===== src/rtl/demultiplexador_registrado.sv =====
// demultiplexador_registrado
//
// Purpose:
//   Registered 1-to-4 demultiplexer for the Bloco Operativo. One WIDTH-bit
//   source word is steered into one of four destination holding registers
//   (saidaA..saidaD). Each destination behaves as a 1-deep buffer with a
//   full flag (cheio) and a per-channel release (ack). The source side uses
//   a valid/ready handshake. A broadcast request (todos) writes all four
//   channels at once. Accepted transfers are counted in a wrapping counter.
//
// Ports:
//   clk       in   system clock, all state updates on posedge
//   rst       in   synchronous reset, active-high
//   entrada   in   WIDTH  data to distribute
//   set       in   2      destination select (0=A, 1=B, 2=C, 3=D)
//   todos     in   1      broadcast request, overrides set
//   in_valid  in   1      source presents entrada/set/todos
//   in_ready  out  1      block can accept this cycle (combinational)
//   ack       in   4      per-channel release (bit0=A .. bit3=D)
//   saidaA..D out  WIDTH  channel holding registers
//   cheio     out  4      channel full flags
//   contador  out  CONT_W accepted-transfer counter
//
// Optional feature (macro DEMUX_PASSTHRU_EN):
//   When defined, an ack arriving in the same cycle as a write to that
//   channel frees the slot in time for the write, so a channel can accept
//   one word per cycle. The write wins: the register loads the new word
//   and the flag stays set. When undefined, a full channel must see its
//   ack first and can only be rewritten on a later cycle.

module demultiplexador_registrado #(
    parameter int WIDTH  = 16,
    parameter int CONT_W = 8
) (
    input  logic              clk,
    input  logic              rst,
    input  logic [WIDTH-1:0]  entrada,
    input  logic [1:0]        set,
    input  logic              todos,
    input  logic              in_valid,
    output logic              in_ready,
    input  logic [3:0]        ack,
    output logic [WIDTH-1:0]  saidaA,
    output logic [WIDTH-1:0]  saidaB,
    output logic [WIDTH-1:0]  saidaC,
    output logic [WIDTH-1:0]  saidaD,
    output logic [3:0]        cheio,
    output logic [CONT_W-1:0] contador
);

    // Per-channel full state. Each bit is its own two-state machine.
    typedef enum logic {
        VAZIO = 1'b0,
        CHEIO = 1'b1
    } canalEstado_e;

    logic [3:0][WIDTH-1:0] saida_q, saida_d;
    logic [3:0]            cheio_q, cheio_d;
    logic [CONT_W-1:0]     contador_q, contador_d;

    logic [3:0]            writeMask;
    logic                  acceptXfer;

    // Readiness: a single write needs its target slot free; a broadcast needs
    // every slot free. With passthrough, a slot being released this cycle
    // counts as free.
    always_comb begin
        in_ready = 1'b0;
`ifdef DEMUX_PASSTHRU_EN
        if (todos) begin
            in_ready = &(~cheio_q | ack);
        end else begin
            in_ready = ~cheio_q[set] | ack[set];
        end
`else
        if (todos) begin
            in_ready = (cheio_q == 4'b0000);
        end else begin
            in_ready = (cheio_q[set] == VAZIO);
        end
`endif
    end

    // Which channels a transfer would load: all four on broadcast, otherwise
    // the one-hot decode of set.
    always_comb begin
        writeMask  = todos ? 4'b1111 : (4'b0001 << set);
        acceptXfer = in_valid && in_ready;
    end

    // Next state. Acks clear flags first and a write then sets its flags, so
    // a write to the same channel in the same cycle wins (this only happens
    // with passthrough; otherwise in_ready blocks it). Acks on empty channels
    // fall out harmlessly. Released data is kept, never cleared.
    always_comb begin
        saida_d    = saida_q;
        cheio_d    = cheio_q & ~ack;
        contador_d = contador_q;
        if (acceptXfer) begin
            cheio_d    = cheio_d | writeMask;
            contador_d = contador_q + {{(CONT_W-1){1'b0}}, 1'b1};
            for (int i = 0; i < 4; i++) begin
                if (writeMask[i]) begin
                    saida_d[i] = entrada;
                end
            end
        end
    end

    // State registers. Reset beats any transfer or ack in the same cycle.
    always_ff @(posedge clk) begin
        if (rst) begin
            saida_q    <= '0;
            cheio_q    <= 4'b0000;
            contador_q <= '0;
        end else begin
            saida_q    <= saida_d;
            cheio_q    <= cheio_d;
            contador_q <= contador_d;
        end
    end

    // Output mapping from the internal channel array.
    always_comb begin
        saidaA   = saida_q[0];
        saidaB   = saida_q[1];
        saidaC   = saida_q[2];
        saidaD   = saida_q[3];
        cheio    = cheio_q;
        contador = contador_q;
    end

endmodule


===== config.mk =====
export PLATFORM = sky130hd
export DESIGN_NAME = demultiplexador_registrado
export DESIGN_NICKNAME = d
export VERILOG_FILES = /design/src/rtl/demultiplexador_registrado.sv
export SDC_FILE = /design/constraint.sdc
export NUM_CORES = 1
export LEC_CHECK = 0
export ABC_CLOCK_PERIOD_IN_PS = 1710
export BUFFER_PORTS_ARGS = -buffer_cell sky130_fd_sc_hd__buf_2
export CAP_MARGIN = 20
export CORE_AREA = 2 2 93 95
export DETAILED_ROUTE_END_ITERATION = 10
export DIE_AREA = 0 0 95 97
export PLACE_DENSITY = 0.66
export SYNTH_ARGS = -nofsm -noshare
export SYNTH_HDL_FRONTEND = slang
export SYNTH_SLANG_ARGS = --single-unit
export TNS_END_PERCENT = 100

===== constraint.sdc =====
create_clock -name clk -period 1.71 [get_ports clk]
set_clock_uncertainty 0.15 [all_clocks]
set_input_delay 0.171 -clock clk [delete_from_list [all_inputs] [get_ports clk]]
set_output_delay 0.171 -clock clk [all_outputs]
set_load 0.02 [all_outputs]

======== Word level (Yosys, flattened, before mapping) ========
Cells that the tools add are included.
storage, ports and cells
  output and inout port bits .............. 77
  bits in registers ....................... 76
  logic and storage cells ................. 24
  input port bits ......................... 26
cells by class
  add/subtract/negate cells ............... 1
  magnitude comparators ................... 1
  bitwise operators ....................... 4
  reductions and logical operators ........ 6
  multiplexer cells ....................... 5
  shift-type cells ........................ 1
operators by type and width
  kind                 count
  $add 8x1->8 const B  1
  $mux 4               2
  $reduce_and 2->1     4
  $and 4x4->4          1
  $logic_not 4->1      1
  $not 4->4            1
  $or 4x4->4           1
  $shl 1x2->4 const A  1
  $lt 2x3->1 const B   1
  $bmux 1 s2           1
  $mux 1               2
  $logic_and 1x1->1    1
  $not 1->1            1

======== Longest topological paths before layout ========
Gate-level depths: netlist of the first run.
  word-level depth ........................ 6
  gate-level depth with buffers ........... 6
  mapped depth without buffers ............ 4

======== Worst setup path before layout of the first run ========
Ideal clock, no wire load.
  path type ............................... register to register
  from .................................... reg cheio_q[0], in the netlist cheio[0]
  to ...................................... reg contador_q[6], in the netlist contador[6]
  arrival time ............................ 1.585 ns
  slack ................................... -0.146 ns
  library setup time ...................... 0.121 ns
  path buffers ............................ 2
  data required time ...................... 1.439 ns
  period minus slack after synthesis ...... 1.856 ns
  stages on the path, launching flop included .. 7
  path through ............................ dfxtp_1 > o21ai_0 > o211ai_2 > buf_6 > buf_2 > nor3_1 > mux2_2
on the way
  cells in the longest elaborated chain, start to end .. 5
  elaborated cells between the ends (all ways) .. 6
  those cells by class .................... mux: 3; bitwise: 1; reduce/logical: 2
ends and longest elaborated chain
  what                          line  RTL
  start, declared               58    logic [3:0] cheio_q, cheio_d;
  start signal, assigned        118   cheio_q <= cheio_d;
  $bmux 1 s2                    79    in_ready = (cheio_q[set] == VAZIO);
  $mux 1 (not written as such)  79
  $not 1->1                     79
  $mux 1 (*)                    76    if (todos) begin
  $logic_and 1x1->1 (*)         88    acceptXfer = in_valid && in_ready;
  end signal, assigned          119   contador_q <= contador_d;
  end, declared                 59    logic [CONT_W-1:0] contador_q, contador_d;
Mark *: on every way between the ends. The rest lies on a longest branch, timed or not. The select of a mux whose other input is x is not followed.
A chain may end at the register's enable or synchronous reset.

======== Worst setup path in the final report of the first run ========
  from .................................... reg cheio_q[3], in the netlist cheio[3]
  to ...................................... out in_ready
on the way
  cells in the longest elaborated chain, start to end .. 4
  elaborated cells between the ends (all ways) .. 5
  those cells by class .................... mux: 3; bitwise: 1; reduce/logical: 1
ends and longest elaborated chain
  what                          line  RTL
  $bmux 1 s2                    79
  $mux 1 (not written as such)  79
  $not 1->1                     79
  $mux 1 (*)                    76
  end, declared                 41    output logic in_ready,
Marked as above.

==> results of run 1 <==
-- area by class of cell --
class	count	area (um^2)	share of cell area
inverter	3	11.3	0.00261
clock buffer	9	124	0.0287
clock inverter	6	90.1	0.0209
sequential	76	1530	0.355
multi-input combinational	204	1610	0.373
tap	105	131	0.0304
timing repair buffer	130	818	0.190
-- routing by layer --
metal	part of all wire	GRT usage
met1	0.45	0.221
met2	0.47	0.266
met3	0.065	0.0514
met4	0.016	0.0635
met5	0	0
-- power by group --
part	internal [mW]	switching (mW)
registers	1.90	0.0748
logic	0.394	0.494
clock network	0.816	0.659
-- state kept, by name (all words and copies together) (netlist names) --
name,flops
saidaD,16
saidaA,16
saidaC,16
contador,8
saidaB,16
cheio,4
-- logic make-up after synthesis --
kind of cell / share of synthesized area
mux: 0.210
compound gates: 0.0485
fa+ha+maj: 0.00391
buf+inv: 0.0434
simple gates: 0.218
flops: 0.476
-- worst reg2reg max path: stages (launching register included) --
cell,delay [ns]
dfxtp_2,0.34
mux2i_1,0.17
o21ai_2,0.12
buf_6,0.16
buf_4,0.14
or4_1,0.46
a21oi_1,0.14
-- per-stage QoR --
step / utilization / instances / power [mW]
after floorplan: - / 303 / 2.54
after global placement: 0.478 / 505 / 2.81
after detailed placement: 0.478 / 505 / 2.83
after CTS: 0.523 / 532 / 4.38
after global routing: 0.531 / 533 / 4.54
final: 0.531 / 533 / 4.33
-- placed cells by master, fill, tap and decap left out, drive strengths merged, types with 2 or more instances in the layout --
cell / n
bufinv: 2
dlygate4sd3: 6
or4: 5
and2: 2
nand3: 2
nor2: 2
inv: 3
o31ai: 5
dfxtp: 76
nand2b: 84
o21ai: 6
clkinv: 3
clkbuf: 9
mux2i: 66
buf: 124
or3: 5
nand2: 2
a21oi: 15
nor3: 3
-- worst max path at each step --
| stage | to | depth (start not counted) | slack [ns] | from |
|---|---|---|---|---|
| floorplan | contador[6]$_SDFFE_PP0P_ | 6 | -0.0008 | cheio[1]$_SDFF_PP0_ |
| global placement | saidaC[2]$_SDFFE_PP0P_ | 6 | -0.06 | set[0] |
| detailed placement | contador[3]$_SDFFE_PP0P_ | 6 | -0.12 | set[0] |
| CTS | in_ready | 5 | -0.05 | cheio[3]$_SDFF_PP0_ |
| global route | in_ready | 5 | -0.10 | cheio[3]$_SDFF_PP0_ |
| finish | in_ready | 5 | -0.03 | cheio[3]$_SDFF_PP0_ |
-- repair_timing --
| action | in CTS | in global routing |
|---|---|---|
| cloned | 0 | 1 |
| setup buffers | 6 | 1 |
| hold endpoints to repair | 6 | 0 |
| pin swaps | 7 | 9 |
| endpoints found under the setup margin | 48 | 77 |
| resized for setup | 10 | 13 |
| hold buffers | 6 | 0 |
==> out/results.tsv, run 1 <==
metric	value	unit
max_stage_delay	0.34	ns
timing.setup.critical_path_class	reg2out	
worstSetupEndpointType	output port	
fin_crit	1.74	ns
drive_gt1_frac	0.367	
grt_antenna_before_repair	0	
maxSlewViolCount	0	
reg2reg_from	cheio[3]$_SDFF_PP0_	
drc_errors	0	
setup_ws	-0.0349	ns
cts_max_level	3	
post_synth.cell_area_avg	10.6	um^2
areaGrowthSynthToFinish	35.0	%
r2r_end	contador[2]$_SDFFE_PP0P_	
gp_congestion	0.813	
irDropWorstVdd	0.000445	V
numCtsBuffers	9	
path_buf_inv	2	
setup_violations	3	
synth_commonest_cells	nand2b_1, dfxtp_1, mux2i_1, a21oi_1, clkbuf_1	
post-route-period-util	1.02	
r2r_cells	6	
async_flop_share	0	
hold_viol_final	0	
dieArea	9220	um^2
pre_cts_ws	-0.116	ns
rows	33	
totalWireLength	7710	um
hold_path_depth	3	
viasPerCell	4.81	
slew_headroom	0.778	
core	8130	um^2
grt_usage	0.171	
final_area	4320	um^2
vias	2562	
synth_edf_count	0	
ys_seq_area_frac	0.476	
fp.dieW	95	um
netlist_top_cells_area	dfxtp_1, mux2i_1, nand2b_1	
hold_ws	0.0173	ns
antenna_left	0	
fillers	767	
crit_required	1.39	ns
status	complete, but fails checks	
critical_path.cell_chain	mux2i_1 > o21ai_2 > buf_6 > nor2_1 > buf_2	
tightest_slew	0.333	ns
initialDrtViolationCount	54	
min_from	entrada[5]	
cts.reportedPaths.clkPinSlew	0.08	ns
grt_pass1_vias	2478	
cp_max_fo	7	
max-cap-violations	0	
failed_checks	negative setup slack	
fin_tns_setup	-0.0795	ns
synth_top_area_cell	dfxtp_1	
diodes	0	
p_leak	2.11	nW
wl_per_cell	14.5	um
cts_sinks	76	
cts_root_buf	clkbuf_8	
cp-start-kind	flop	
final_net_count	451	
path_delay_family	flip-flops	
grt_pass1_wl	12400	um
synth_warnings	0	
critPathArrivalTime	1.42	ns
synth_seq_cells	76	
dr.pass1.iters	4	
r2r_slack	-0.02	ns
synth.most_common_cell	nand2b_1	
synth_cell_type_count	27	
whs_endpoint	saidaC[5]$_SDFFE_PP0P_	
powerDensity	1000	nW/um^2
clk_latency	0.34	ns
crit_slowest_cell	dfxtp_2	
synthCells	303	
io_buffers	102	
syn-num-nets	330	
ios	103	
gr-total-overflow	0	
placed_cell_area	3890	um^2
tritoncts	done	
synth_top_area_share	0.476	
grt_max_degree	94	
start_util	0.393	
min_path_type	in2reg	
cts_max_path_buffers	2	
synthFlopType	dfxtp_1	
syn_area	3200	um^2
rsz0062_at_grt	yes	
dieHeight	97	um
fmax	573	MHz
hpwl	5070	um
No activity file was read; power rests on OpenSTA's default activity.
==> run 2: changes to the inputs <==
CAP_MARGIN = not set   (was 20)
CORE_AREA = 2 2 88 90   (was 2 2 93 95)
DIE_AREA = 0 0 90 92   (was 0 0 95 97)
PLACE_DENSITY = 0.73   (was 0.66)
==> out/results.tsv, run 2 (synthesized netlist as in run 1, its figures left out) <==
metric	value	unit
status	complete, but fails checks	
failed_checks	negative setup slack	
dr.pass1.iters	4	
final_common_cell	buf_2	
fin_crit	1.73	ns
pre_cts_ws	-0.0432	ns
cp-start-kind	flop	
crit_required	1.82	ns
cp_max_fo	7	
final_net_count	454	
powerDensity	1020	nW/um^2
rows	32	
tritoncts	done	
io_buffers	102	
critical_path.cell_chain	mux2i_4 > o211ai_4 > buf_6 > or4_1 > a21oi_2	
worstSetupEndpointType	flop	
hold_viol_final	0	
grt_pass1_wl	12000	um
placed_cell_area	3910	um^2
ios	103	
power_frac_comb	0.203	
swShare	0.271	
p_leak	2.14	nW
p_int	3.24	mW
start_util	0.429	
grt_antenna_before_repair	0	
gr-total-overflow	0	
grt_max_degree	94	
totalWireLength	7470	um
tightest_slew	0.312	ns
vias	2571	
viasPerCell	4.81	
grt_pass1_vias	2446	
clk_latency	0.33	ns
top_layer_used	met4	
met2_length	3440	um
dieArea	8280	um^2
cts_max_path_buffers	2	
fin_tns_setup	-0.0184	ns
timing.setup.critical_path_class	reg2reg	
fp.dieW	90	um
cts_max_level	3	
dieHeight	92	um
rsz0062_at_grt	yes	
drc_errors	0	
cts.reportedPaths.clkPinSlew	0.08	ns
wl_per_cell	14.0	um
grt_usage	0.180	
final_area	4350	um^2
power_switching	1.20	mW
met3_length	457	um
drive_gt1_frac	0.380	
layout_common_cells	buf_2, nand2b_1, dfxtp_1	
setup_ws	-0.0184	ns
max-cap-violations	0	
diodes	0	
max_stage_delay	0.50	ns
core	7450	um^2
cts_sinks	76	
slew_headroom	0.791	
critPathArrivalTime	1.84	ns
p_clk_frac	0.354	
wl_met1	3450	um
fmax	579	MHz
initialDrtViolationCount	67	
crit_slowest_cell	or4_1	
numCtsBuffers	9	
min_path_type	in2reg	
cts_root_buf	clkbuf_8	
irDropWorstVdd	0.000532	V
hpwl	4940	um
setup_violations	1	
post-route-period-util	1.01	
areaGrowthSynthToFinish	36.0	%
antenna_left	0	
gp_congestion	0.798	
maxSlewViolCount	0	
seqPwrFrac	0.443	
run 2: cell types whose count changed in the layout (fill, tap and decap cells not counted), sizes merged:
cell         delta
clkinvlp        -1
buf             +5
clkinv          -1
clkbuf          +3
dlygate4sd3     -2
run 2: cell type report:
| type | instances | area [um^2] |
|---|---|---|
| Timing Repair Buffer | 133 | 830 |
| Multi-Input combinational cell | 204 | 1620 |
| Tap cell | 102 | 128 |
| Sequential cell | 76 | 1530 |
| Clock inverter | 4 | 70.1 |
| Inverter | 3 | 11.3 |
| Fill cell | 668 | 3100 |
| Clock buffer | 12 | 165 |
run 2: final timing paths:
kind,startpoint,to,slack [ns],cells after the start
worst max register to register,cheio[0]$_SDFF_PP0_,contador[4]$_SDFFE_PP0P_,-0.02,5
worst min register to register,saidaB[0]$_SDFFE_PP0P_,saidaB[0]$_SDFFE_PP0P_,0.32,2
worst max-delay path,cheio[0]$_SDFF_PP0_,contador[4]$_SDFFE_PP0P_,-0.02,5
worst min-delay path,entrada[15],saidaD[15]$_SDFFE_PP0P_,0.03,3
run 2: metal layers:
layer / vias up / global-route usage
met3: 13 / 0.0485
met4: 0 / 0.0744
met5: - / 0
li1: 1278 / -
met2: 75 / 0.281
met1: 1205 / 0.237
run 2: worst max-delay path, delay by kind of cell, from the launching register on:
| family | cells | cell delay [ns] |
|---|---|---|
| buffers and inverters | 1 | 0.15 |
| AOI/OAI and AO/OA | 2 | 0.29 |
| DFF | 1 | 0.38 |
| muxes | 1 | 0.18 |
| and+or+nand+nor | 1 | 0.50 |
run 2: what timing repair did:
item | in CTS | in global routing
setup buffers | 9 | 0
pin swaps | 4 | 10
gates cloned | 0 | 1
hold endpoints to repair | 4 | 0
resized for setup | 14 | 10
hold buffers | 4 | 0
setup endpoints to repair | 36 | 57
run 2: power groups by stage:
stage | Combinational (mW) | Sequential, mW | Clock (mW)
floorplan | 0.386 | 2.16 | 0
global placement | 0.811 | 2.01 | 0
detailed placement | 0.822 | 2.01 | 0
CTS | 0.893 | 1.97 | 1.60
global route | 0.967 | 1.98 | 1.67
finish | 0.901 | 1.97 | 1.57
run 2: metrics by stage:
stage          power, mW  std cells   util  hold WS (ns)
2_1_floorplan       2.54        303      -         0.195
3_3_place_gp        2.82        505  0.525         0.293
3_5_place_dp        2.83        505  0.525         0.299
4_1_cts             4.47        534  0.577        0.0122
5_1_grt             4.62        534  0.584        0.0442
6_report            4.44        534  0.584        0.0250
==> run 3: changes to the inputs <==
PLACE_DENSITY = 0.72   (was 0.73)
RECOVER_POWER = 25   (was not set)
==> out/results.tsv, run 3 (synthesized netlist as in run 1, its figures left out) <==
metric	value	unit
min_path_type	in2reg	
placed_cell_area	3940	um^2
hold_ws	0.0214	ns
met2_length	3920	um
r2r_end	saidaA[5]$_SDFFE_PP0P_	
gp_congestion	0.747	
reg2reg_from	cheio[0]$_SDFF_PP0_	
drive_gt1_frac	0.319	
worstSetupEndpointType	flop	
drc_errors	0	
start_util	0.429	
core	7450	um^2
grt_antenna_before_repair	0	
numCtsBuffers	9	
dieArea	8280	um^2
hold_viol_final	0	
gr-total-overflow	0	
tightest_slew	0.291	ns
power_frac_comb	0.209	
slew_headroom	0.804	
r2r_cells	5	
min_from	entrada[4]	
clk_latency	0.34	ns
failed_checks	negative setup slack	
timing.setup.critical_path_class	reg2reg	
antenna_left	0	
wl_met1	3450	um
cts_max_path_buffers	2	
crit_required	1.78	ns
seqPwrFrac	0.446	
postLayoutCoreUtil	0.586	
grt_pass1_vias	2546	
cts_root_buf	clkbuf_8	
dr.pass1.iters	4	
hpwl	5060	um
post-route-period-util	1.02	
swShare	0.282	
p_leak	2.03	nW
final_area	4360	um^2
powerDensity	1010	nW/um^2
setup_ws	-0.0284	ns
met3_length	413	um
io_buffers	102	
final_net_count	458	
diodes	0	
status	complete, but fails checks	
final_common_cell	nand2b_1	
hold_path_depth	3	
irDropWorstVdd	0.000473	V
p_int	3.18	mW
ios	103	
fin_crit	1.74	ns
totalWireLength	7920	um
vias	2604	
regArea	1530	um^2
top_layer_used	met4	
cts.reportedPaths.clkPinSlew	0.08	ns
grt_usage	0.188	
whs_endpoint	saidaA[4]$_SDFFE_PP0P_	
cp_max_fo	8	
p_clk_frac	0.345	
fp.dieW	90	um
initialDrtViolationCount	69	
max-cap-violations	0	
layout_common_cells	nand2b_1, buf_2, dfxtp_1	
setup_violations	11	
fmax	575	MHz
cts_max_level	3	
areaGrowthSynthToFinish	36.5	%
viasPerCell	4.84	
wl_per_cell	14.7	um
multi_input_area	1630	um^2
power_switching	1.25	mW
cts_sinks	76	
r2r_slack	-0.03	ns
fillers	693	
rsz0062_at_grt	yes	
dieHeight	92	um
grt_pass1_wl	12500	um
cp-start-kind	flop	
grt_max_degree	94	
fin_tns_setup	-0.170	ns
critPathArrivalTime	1.81	ns
rows	32	
maxSlewViolCount	0	
tritoncts	done	
[run 3: per-layer routing]
metal / vias up / global-route usage
met3: 11 / 0.0477
met2: 67 / 0.311
li1: 1283 / -
met5: - / 0
met1: 1243 / 0.236
met4: 0 / 0.0718
[run 3: stage by stage]
step	total power, mW	std cells	setup WS (ns)
global route	4.62	538	-0.0903
CTS	4.43	535	-0.0398
detailed placement	2.85	508	-0.0846
floorplan	2.54	303	-0.000758
finish	4.42	538	-0.0284
global placement	2.83	508	-0.0459
[run 3: final cells by class]
class,instances,area share
repair buffers,137,0.194
multi-input cells,204,0.373
flip-flops and latches,76,0.350
clock inverters,6,0.0198
clock buffers,10,0.0315
inverters,3,0.00258
well taps,102,0.0293
[run 3: critical path: stages, from the launching register on]
cell	delay, ns
dfxtp_4	0.38
mux2i_4	0.20
o211ai_4	0.14
or3_1	0.41
buf_4	0.21
mux2i_1	0.12
[run 3: worst max-delay path by stage]
stage | start | endpoint | depth (start not counted)
after floorplan | cheio[1]$_SDFF_PP0_ | contador[6]$_SDFFE_PP0P_ | 6
after global placement | set[0] | contador[7]$_SDFFE_PP0P_ | 6
after detailed placement | set[0] | contador[3]$_SDFFE_PP0P_ | 6
after CTS | cheio[2]$_SDFF_PP0_ | in_ready | 5
after global routing | cheio[0]$_SDFF_PP0_ | saidaA[4]$_SDFFE_PP0P_ | 5
final | cheio[0]$_SDFF_PP0_ | saidaA[5]$_SDFFE_PP0P_ | 5
[run 3: power groups by stage]
stage	logic, mW	registers (mW)	clock network, mW
floorplan	0.386	2.16	0
detailed placement	0.840	2.01	0
global route	0.988	1.99	1.64
CTS	0.890	1.97	1.57
finish	0.923	1.98	1.53
global placement	0.827	2.00	0
[run 3: what timing repair did]
item	in CTS	in global routing
endpoints found under the hold margin	6	0
gates resized for setup	9	15
setup buffers	6	1
cloned	0	2
hold buffers	5	0
setup endpoints to repair	49	76
pin swaps	10	7
